[src/rtl/serial_adder_ctrl.sv]
// Bit-serial adder controller.
// A single full adder is reused once per clock cycle, LSB first. Operands
// are captured on an accepted start and shifted right past the adder. Each
// sum bit enters the result register at the MSB, so after WIDTH cycles bit 0
// of the result sits at sum[0].

// One-bit full adder. The controller instantiates it exactly once.
module full_adder (
   input  logic A,
   input  logic B,
   input  logic Cin,
   output logic S,
   output logic Cout
);

   assign S    = A ^ B ^ Cin;
   assign Cout = (A & B) | (Cin & (A ^ B));

endmodule

module serial_adder_ctrl #(
   parameter int WIDTH = 8
) (
   input  logic             clk,
   input  logic             rst,
   input  logic             start,
   input  logic [WIDTH-1:0] a,
   input  logic [WIDTH-1:0] b,
   input  logic             cin,
   output logic             busy,
   output logic             done,
   output logic [WIDTH-1:0] sum,
   output logic             cout
);

   // The bit counter needs at least one bit, even when WIDTH is 1.
   localparam int CNT_W = (WIDTH > 1) ? $clog2(WIDTH) : 1;
   localparam logic [CNT_W-1:0] LAST_BIT = CNT_W'(WIDTH - 1);

   typedef enum logic [1:0] {
      IDLE,
      RUN,
      DONE
   } state_t;

   state_t           state;
   logic [WIDTH-1:0] a_shift;
   logic [WIDTH-1:0] b_shift;
   logic             carry;
   logic [CNT_W-1:0] count;

   logic             fa_s;
   logic             fa_cout;

   // This adder handles every bit position in turn: the current LSBs of the
   // operand shift registers plus the running carry.
   full_adder u_full_adder (
      .A    (a_shift[0]),
      .B    (b_shift[0]),
      .Cin  (carry),
      .S    (fa_s),
      .Cout (fa_cout)
   );

   // Sequence IDLE -> RUN (WIDTH cycles) -> DONE -> IDLE. busy and done are
   // registered alongside the state, so they always match the current state.
   always_ff @(posedge clk) begin
      if (rst) begin
         state   <= IDLE;
         a_shift <= '0;
         b_shift <= '0;
         carry   <= 1'b0;
         count   <= '0;
         sum     <= '0;
         cout    <= 1'b0;
         busy    <= 1'b0;
         done    <= 1'b0;
      end else begin
         case (state)
            IDLE: begin
               done <= 1'b0;
               if (start) begin
                  a_shift <= a;
                  b_shift <= b;
                  carry   <= cin;
                  count   <= '0;
                  busy    <= 1'b1;
                  state   <= RUN;
               end else begin
                  busy <= 1'b0;
               end
            end

            RUN: begin
               sum     <= (sum >> 1) | (WIDTH'(fa_s) << (WIDTH - 1));
               carry   <= fa_cout;
               a_shift <= a_shift >> 1;
               b_shift <= b_shift >> 1;
               count   <= count + CNT_W'(1);
               if (count == LAST_BIT) begin
                  cout  <= fa_cout;
                  busy  <= 1'b0;
                  done  <= 1'b1;
                  state <= DONE;
               end
            end

            DONE: begin
               busy  <= 1'b0;
               done  <= 1'b0;
               state <= IDLE;
            end

            default: begin
               busy  <= 1'b0;
               done  <= 1'b0;
               state <= IDLE;
            end
         endcase
      end
   end

endmodule

[config.mk]
export PLATFORM = sky130hd
export DESIGN_NAME = serial_adder_ctrl
export DESIGN_NICKNAME = d
export VERILOG_FILES = /design/src/rtl/serial_adder_ctrl.sv
export SDC_FILE = /design/constraint.sdc
export NUM_CORES = 1
export LEC_CHECK = 0
export BUFFER_PORTS_ARGS = -buffer_cell sky130_fd_sc_hd__buf_4
export CAP_MARGIN = 15
export CORE_MARGIN = 10
export CORE_UTILIZATION = 52
export CTS_BUF_LIST = sky130_fd_sc_hd__clkbuf_4
export DETAILED_ROUTE_END_ITERATION = 8
export PLACE_DENSITY = 0.81
export SLEW_MARGIN = 10
export SYNTH_ARGS = -nofsm -noshare
export SYNTH_HDL_FRONTEND = slang
export SYNTH_HIERARCHICAL = 1
export SYNTH_SLANG_ARGS = --single-unit
export TNS_END_PERCENT = 50
[constraint.sdc]
create_clock -name clk -period 2 [get_ports clk]
set_input_delay 0.4 -clock clk [delete_from_list [all_inputs] [get_ports clk]]
set_output_delay 0.4 -clock clk [all_outputs]
set_load 0.005 [all_outputs]
==> flow_summary.toml, run 1 <==
[floorplan]
rows = 19
initial_core_util_pct = 53.5
chipWidth_um = 72.8
die_h_um = 72.8
ios = 31
core_um2 = 2710
die_area_um2 = 5300

[clocking]
post_cts_buffers = 0
numCtsBuffers = 5
cts-root-buf = "clkbuf_4"
clock-sinks = 33
clock_path_buffers = 2
cts-hold-fix-buffers = 0
clk_latency_ns = 0.33
cts_tree = "yes"
cts.reportedPaths.clkPinSlew_ns = 0.10
cts-resized-gates = 0
h-tree-depth = 2

[timing]
fin_crit_sh_pct = 78.9
rsz0062_at_grt = "no"
drv_slew = 0
hold_viol = 0
skew_ns = 0.0105
period_needed_ns = 1.58
tightest_slew_ns = 0.777
relSlewSlack_pct = 48.2
timing.fmax_mhz = 633
setup_viol = 0
setup-tns-final_ns = 0

[global_route]
grt_pass1_wl_um = 4780
grt_pass1_vias = 1058
grt_antenna_before_repair = 0
grt_max_degree = 34
gr-total-overflow = 0
track_usage_pct = 11.1

[detailed_routing]
routed_wl_um = 2930
dr_wl_met2_um = 1420
postRouteAntennaNets = 0
drc_errors = 0
vias = 1082
top_layer_used = "met4"
routedWlPerCell_um = 14.6
dr.first_iter.drc_count = 57
met3_wirelength_um = 195
first_pass_iters = 4
drt-met1-wl_um = 1280
vias_per_cell = 5.38

[synthesis]
ys_types = 25
avgSynthCellArea_um2 = 10.2
syn_nets = 165
synthXorXnorAreaFrac_pct = 0
synth_adder_area_share_pct = 3.11
synth_compound_gate_area_share_pct = 20.2
syn_area_um2 = 1450
syn_inst = 142
post_synth_and_or_nand_nor_area_fraction_pct = 13.6
yosysWarnings = 6
ys_ff_latch = 33
seq_area_frac_synth_pct = 45.6
synth_top_family_by_area = "compound AO/OA/AOI/OAI gates"
synthMuxAreaShare_pct = 11.1

[finish]
seq_area_um2 = 661
multi_input_area_um2 = 696
syn2layout_area_growth_pct = 18.0
fin_util_pct = 63.1
final_cell_area_um2 = 1710
layout.nets = 192
n_antenna_cell = 0
layout-drive-gt1-share_pct = 32.9
finalNonFillerCells = 201
fill_cells = 219

[critical_path]
crit_path_end_kind = "flop"
crit_type = "flop to flop"
cp.arrival_ns = 1.84
path_delay_family = "compound AO/OA/AOI/OAI gates"
critPathMaxStageDelay_ns = 0.76
critical_path_buf_inv_count = 0
critPathSlowestCell = "o21ba_2"
crit_fanout = 31
worstSetupStartpointType = "flop"
cp.required_ns = 2.26
crit_chain = "o21ba_2 -> nor2_1 -> a211oi_2"

[placed_design]
place_area_um2 = 1630
gp_congestion = 0.748
io_buffers = 30
hpwl_um = 2130
placedCellCount = 193

[power_and_ir_drop]
power_frac_seq_pct = 51.3
worst_ir_drop_vdd_mv = 1.03
p_int_w = 0.00106
clkPwrFrac_pct = 35.2
powerDensity_nw_per_um2 = 816
p_sw_w = 0.000338
p_total_w = 0.00140
switching_share_pct = 24.2
power_frac_comb_pct = 13.6
p_leak_nw = 0.700

[outcome]
outcome = "completed"

[run]
maxCapViolations = 0

[worst_hold_path]
hold_class = "primary input to flop"
routing by layer:
layer	up-vias	global-route usage [%]
li1	550	-
met5	-	0
met2	21	17.7
met1	509	12.6
met3	2	5.58
met4	0	3.38
cells by family (layout without fill, tap and decap cells):
group	after synthesis	in the layout
AOI/OAI and AO/OA	32	32
adders and majority gates	3	3
buffers and inverters	12	40
DFF	33	33
muxes	16	16
and+or+nand+nor	46	46
layout make-up:
class                   instances  share of cell area (%)
multi-input cells              97                    40.7
flip-flops and latches         33                    38.6
well taps                      31                    2.27
inverters                       1                   0.219
repair buffers                 31                    13.6
clock inverters                 2                    1.98
clock buffers                   6                    2.63
cell usage after synthesis:
| master | instances | share of area (%) |
|---|---|---|
| dfxtp_1 | 33 | 46 |
| nor2_1 | 22 | 5.7 |
| mux2i_1 | 16 | 11 |
| nand2_1 | 16 | 4.1 |
| a211oi_2 | 15 | 13 |
| a21oi_1 | 9 | 3.1 |
| a22oi_1 | 4 | 2.1 |
| buf_2 | 4 | 1.4 |
| buf_6 | 3 | 2.3 |
| nor3_1 | 3 | 1.0 |
| clkbuf_1 | 2 | 0.52 |
| ha_1 | 2 | 1.7 |
| a211oi_1 | 1 | 0.52 |
| and2b_4 | 1 | 0.69 |
| buf_12 | 1 | 1.4 |
| buf_4 | 1 | 0.52 |
| fa_1 | 1 | 1.4 |
| inv_1 | 1 | 0.26 |
| nand2b_1 | 1 | 0.43 |
| nand3_1 | 1 | 0.35 |
| nor3b_2 | 1 | 0.86 |
| nor4_1 | 1 | 0.43 |
| o21ai_0 | 1 | 0.35 |
| o21ba_2 | 1 | 0.69 |
| o21bai_1 | 1 | 0.52 |
final timing paths:
check	start	endpoint	slack, ns	cells after the start
hold reg to reg	sum[0]	sum[0]	0.47	2
setup reg to reg	state[1]	a_shift[6]	0.42	3
hold / removal	b[7]	b_shift[7]	0.31	3
setup / recovery	state[1]	a_shift[6]	0.42	3
flip-flops by register name, indices dropped and copies added (netlist names):
register and count:
cout 1, a_shift 8, done 1, carry 1
sum 8, b_shift 8, state 2, busy 1
count 3
power by group through the flow:
stage | Clock, W | Sequential (W) | Combinational [W]
finish | 0.000491 | 0.000716 | 0.000189
global route | 0.000528 | 0.000721 | 0.000210
CTS | 0.000500 | 0.000716 | 0.000191
detailed placement | 0 | 0.000731 | 0.000191
global placement | 0 | 0.000729 | 0.000181
floorplan | 0 | 0.000727 | 0.000148
per-stage QoR:
stage	worst slack, ns	hold slack [ns]
after global routing	0.260	0.314
after CTS	0.432	0.306
final	0.421	0.312
after detailed placement	0.436	0.466
after global placement	0.520	0.444
after floorplan	0.874	0.453
layout by cell type (no fill, tap or decap):
cell type / count
nor2_1: 22
nand2_1: 16
and2b_4: 1
a22oi_1: 4
nor3b_2: 1
fa_1: 1
nor4_1: 1
ha_1: 2
a211oi_1: 1
clkbuf_4: 6
nor3_1: 3
a211oi_2: 15
inv_1: 1
a21oi_1: 9
o21ai_0: 1
buf_4: 31
mux2i_1: 16
o21bai_1: 1
bufinv_16: 1
clkinv_1: 1
nand3_1: 1
o21ba_2: 1
dfxtp_1: 33
nand2b_1: 1
worst min-delay path, cell delays in order:
cell and delay (ns):
buf_4 0.08, a22oi_1 0.06, nor2_1 0.08
No activity file was read; power rests on OpenSTA's default activity.
==> inputs of run 2 (changes only) <==
Settings changed: ABC_AREA set to 1, PLACE_DENSITY 0.81 to 0.8.
Clock period 2 ns to 1.5 ns, I/O delays scaled along.
==> flow_summary.toml, run 2 <==
[outcome]
outcome = "completed"

[timing]
fin_crit_sh_pct = 91.7
skew_ns = 0.0108
rsz0062_at_grt = "no"
timing.fmax_mhz = 727
hold_viol = 0
setup_viol = 0
tightest_slew_ns = 0.776
period_needed_ns = 1.38
relSlewSlack_pct = 48.3
setup_ws_ns = 0.125
drv_slew = 0
setup-tns-final_ns = 0

[detailed_routing]
vias = 1409
drc_errors = 0
dr.first_iter.drc_count = 60
routedWlPerCell_um = 12.1
routed_wl_um = 3500
postRouteAntennaNets = 0
vias_per_cell = 4.88
first_pass_iters = 4

[power_and_ir_drop]
powerDensity_nw_per_um2 = 999
power_frac_seq_pct = 53.9
clkPwrFrac_pct = 28.0
p_int_w = 0.00127
p_total_w = 0.00183
power_frac_comb_pct = 18.1
p_leak_nw = 0.897
switching_share_pct = 30.7
worst_ir_drop_vdd_mv = 0.643
p_sw_w = 0.000563

[synthesis]
synth_compound_gate_area_share_pct = 6.70
yosysWarnings = 6
seq_area_frac_synth_pct = 41.6
synth_edf_count = 0
synthXorXnorAreaFrac_pct = 0
synth_common_cells = "nand2_1 (66), nor2_1 (51), dfxtp_1 (33)"
ys_ff_latch = 33
synthTopCellsByArea = "dfxtp_1 (42%), nand2_1 (16%), nor2_1 (12%), nand3_1 (6.0%), inv_1 (4.5%)"
synth_adder_area_share_pct = 2.84
syn_nets = 251
synth.most_common_cell = "nand2_1"
synthMuxAreaShare_pct = 0
post_synth_and_or_nand_nor_area_fraction_pct = 37.4
synth_top_area_share_pct = 41.6
synth_top_family_by_area = "simple AND/OR/NAND/NOR gates"
dominantRegCellSynth = "dfxtp_1"
async_flop_share_pct = 0
syn_area_um2 = 1590
avgSynthCellArea_um2 = 6.96
syn_inst = 228
ys_types = 20
synth_top_area_cell = "dfxtp_1"

[critical_path]
critPathSlowestCell = "o21ai_2"
critPathMaxStageDelay_ns = 0.65
crit_chain = "o21ai_2 -> nor2_1 -> nor2_1"
crit_fanout = 17
r2r_cells = 3
path_delay_family = "compound AO/OA/AOI/OAI gates"
cp.required_ns = 1.79
r2r-end = "a_shift[0]"
crit_top_cell = "nor2_1"
cp.arrival_ns = 1.67
worstSetupStartpointType = "flop"
timing.rr.start = "state[0]"
crit_path_end_kind = "flop"
r2r_setup_slack_ns = 0.12
critical_path_buf_inv_count = 0
crit_type = "flop to flop"
crit_path_start = "state[0]"

[worst_hold_path]
hold_class = "primary input to flop"
hold_end = "b_shift[7]"
worstHoldStart = "rst"
hold_depth = 2

[global_route]
grt_pass1_wl_um = 5710
gr-total-overflow = 0
grt_pass1_vias = 1310
grt_max_degree = 36
grt_antenna_before_repair = 0
track_usage_pct = 12.9

[floorplan]
ios = 31
initial_core_util_pct = 56.1
die_area_um2 = 5660
die_h_um = 75.3
core_um2 = 2830
rows = 19
chipWidth_um = 75.3

[placed_design]
dpl_worst_slack_ns = 0.0200
io_buffers = 30
hpwl_um = 2270
gp_congestion = 0.750

[clocking]
clock-sinks = 33
cts_tree = "yes"
post_cts_buffers = 0
cts.reportedPaths.clkPinSlew_ns = 0.10
clk_latency_ns = 0.35
clock_path_buffers = 2
cts-hold-fix-buffers = 0
h-tree-depth = 2
cts-root-buf = "clkbuf_4"
numCtsBuffers = 5
cts-resized-gates = 0

[finish]
fill_cells = 299
layout-drive-gt1-share_pct = 20.9
multi_input_area_um2 = 753
n_antenna_cell = 0
layout.nets = 280
layout_common_cells = "nand2_1 (66), nor2_1 (51), dfxtp_1 (33), buf_4 (33)"
seq_area_um2 = 661
syn2layout_area_growth_pct = 15.6
final_common_cell = "nand2_1"
reg_top3 = "a_shift x8, b_shift x8, sum x8"

[run]
maxCapViolations = 0
## run 2: final cells by class
cell class                      count  area share, %
Clock inverter                      3           1.23
Multi-Input combinational cell    164           41.0
Clock buffer                        5           2.04
Sequential cell                    33           36.0
Timing Repair Buffer               33           13.5
Inverter                           20           4.09
Tap cell                           31           2.11
## run 2: routing by layer
metal	up-vias	part of all wire (%)	wire length, um	global-route usage, %
met5	-	0	0	0
met4	0	1.9	65	6.80
met3	7	6.1	212	4.99
met2	32	46	1610	20.2
met1	614	46	1610	14.9
li1	756	-	-	-
## run 2: power groups by stage
| stage | combinational (W) | sequential [W] | clock, W |
|---|---|---|---|
| after global routing | 0.000386 | 0.000999 | 0.000560 |
| after floorplan | 0.000251 | 0.000998 | 0 |
| after global placement | 0.000323 | 0.00101 | 0 |
| after detailed placement | 0.000330 | 0.00101 | 0 |
| after CTS | 0.000331 | 0.000988 | 0.000539 |
| final | 0.000332 | 0.000989 | 0.000513 |
## run 2: logic make-up after synthesis
logic type,after synthesis
AOI/OAI and AO/OA,16
and+or+nand+nor,144
adders and majority gates,3
DFF,33
buffers and inverters,32
## run 2: metrics by stage
| stage | cells | hold slack, ns | instance area, um^2 | util (%) |
|---|---|---|---|---|
| final | 289 | 0.185 | 1840 | 64.9 |
| after global routing | 289 | 0.179 | 1840 | 64.9 |
| after CTS | 288 | 0.162 | 1830 | 64.6 |
| after detailed placement | 280 | 0.459 | 1770 | 62.5 |
| after global placement | 280 | 0.457 | 1770 | 62.5 |
| after floorplan | 228 | 0.444 | 1590 | - |
## run 2: worst register-to-register path: stages, from the launching register on
cell     delay (ns)
dfxtp_1        0.43
o21ai_2        0.65
nor2_1         0.13
nor2_1         0.12
## run 2: how the worst max path moves through the flow
stage	slack (ns)	to	cells after the start
after floorplan	0.42	carry	5
after global placement	0.08	a_shift[1]	5
after detailed placement	0.02	a_shift[0]	5
after CTS	0.007	a_shift[0]	4
after global routing	0.04	a_shift[4]	3
final	0.12	a_shift[0]	3
==> inputs of run 3 (changes only) <==
Settings changed: REMOVE_ABC_BUFFERS set to 1.
Clock period 1.5 ns to 1.7 ns, I/O delays scaled along.
==> flow_summary.toml, run 3 (same netlist as run 2, synthesis figures left out) <==
[global_route]
grt_pass1_vias = 1239
gr-total-overflow = 0
grt_max_degree = 36
grt_antenna_before_repair = 0
grt_pass1_wl_um = 5220
track_usage_pct = 12.0

[finish]
final_cell_area_um2 = 1820
syn2layout_area_growth_pct = 14.3
final_common_cell = "nand2_1"
reg_top3 = "a_shift x8, b_shift x8, sum x8"
multi_input_area_um2 = 744
layout.nets = 279
layout_common_cells = "nand2_1 (66), nor2_1 (51), dfxtp_1 (33), buf_4 (33)"
seq_area_um2 = 661
finalNonFillerCells = 287
fill_cells = 271
layout-drive-gt1-share_pct = 19.9
fin_util_pct = 64.2
n_antenna_cell = 0

[detailed_routing]
first_pass_iters = 4
dr.first_iter.drc_count = 90
vias = 1370
drc_errors = 0
routed_wl_um = 3080
postRouteAntennaNets = 0
routedWlPerCell_um = 10.7
vias_per_cell = 4.77

[timing]
skew_ns = 0.00836
timing.fmax_mhz = 716
hold_viol = 0
period_needed_ns = 1.40
drv_slew = 0
tightest_slew_ns = 0.828
setup-tns-final_ns = 0
relSlewSlack_pct = 44.6
fin_crit_sh_pct = 82.1
rsz0062_at_grt = "no"
setup_viol = 0

[power_and_ir_drop]
p_int_w = 0.00113
powerDensity_nw_per_um2 = 870
worst_ir_drop_vdd_mv = 0.442
p_sw_w = 0.000449
p_leak_nw = 0.900
p_total_w = 0.00158
power_frac_seq_pct = 55.0
power_frac_comb_pct = 18.4
clkPwrFrac_pct = 26.6
switching_share_pct = 28.5

[clocking]
cts-resized-gates = 0
post_cts_buffers = 0
h-tree-depth = 2
cts_tree = "yes"
cts-root-buf = "clkbuf_4"
clock-sinks = 33
numCtsBuffers = 5
clock_path_buffers = 2
cts-hold-fix-buffers = 0
clk_latency_ns = 0.34
cts.reportedPaths.clkPinSlew_ns = 0.10

[critical_path]
crit_type = "flop to flop"
r2r_setup_slack_ns = 0.30
worstSetupStartpointType = "flop"
r2r_cells = 4
cp.required_ns = 1.95
crit_path_end_kind = "flop"
timing.rr.start = "state[0]"
r2r-end = "a_shift[0]"
crit_path_start = "state[0]"
crit_fanout = 35
crit_end = "a_shift[0]"
cp.arrival_ns = 1.64

[floorplan]
rows = 19
core_um2 = 2830
ios = 31
die_area_um2 = 5660
die_h_um = 75.3
initial_core_util_pct = 56.1
chipWidth_um = 75.3

[placed_design]
placedCellCount = 280
io_buffers = 30
hpwl_um = 2140
gp_congestion = 0.782
place_area_um2 = 1770

[worst_hold_path]
hold_class = "primary input to flop"

[outcome]
outcome = "completed"

[run]
maxCapViolations = 0
[run 3: cell count changes in the layout (fill, tap and decap cells not counted), sizes merged]
cell      delta
o21ai        -1
clkinv       +1
clkinvlp     -3
clkbuf       +1
[run 3: worst min path at each step]
stage | cells after the start | from | endpoint
2_1_floorplan | 1 | rst | a_shift[7]
3_3_place_gp | 2 | a_shift[7] | a_shift[7]
3_5_place_dp | 2 | b_shift[7] | b_shift[7]
4_1_cts | 2 | rst | b_shift[7]
5_1_grt | 2 | rst | count[2]
6_report | 2 | rst | b_shift[7]
[run 3: per-stage QoR]
step                      worst slack, ns  hold WS [ns]
final                               0.304         0.220
after CTS                           0.294         0.213
after detailed placement            0.221         0.455
after floorplan                     0.295         0.402
after global routing                0.123         0.223
after global placement              0.230         0.457
[run 3: power groups by stage]
stage | Clock (W) | Combinational, W | Sequential, W
after global routing | 0.000450 | 0.000340 | 0.000876
after floorplan | 0 | 0.000174 | 0.000889
final | 0.000419 | 0.000291 | 0.000868
after detailed placement | 0 | 0.000292 | 0.000887
after global placement | 0 | 0.000289 | 0.000885
after CTS | 0.000426 | 0.000294 | 0.000869
[run 3: layout make-up]
class	count	share of cell area [%]
tap	31	2.14
inverter	20	4.14
sequential	33	36.4
clock buffer	6	2.48
timing repair buffer	33	13.6
multi-input combinational	163	41.0
clock inverter	1	0.207
[run 3: critical path, stage by stage (launching register included)]
cell and delay [ns]:
dfxtp_1 0.36, o21ai_4 0.68, nand2_1 0.11, nand2_1 0.10, nor2_1 0.04
[run 3: per-layer routing]
layer / track usage [%] / vias up / wire length, um
met1: 14.0 / 586 / 1400
met4: 7.42 / 0 / 84
met5: 0 / - / 0
li1: - / 754 / -
met3: 4.60 / 6 / 200
met2: 18.2 / 24 / 1400
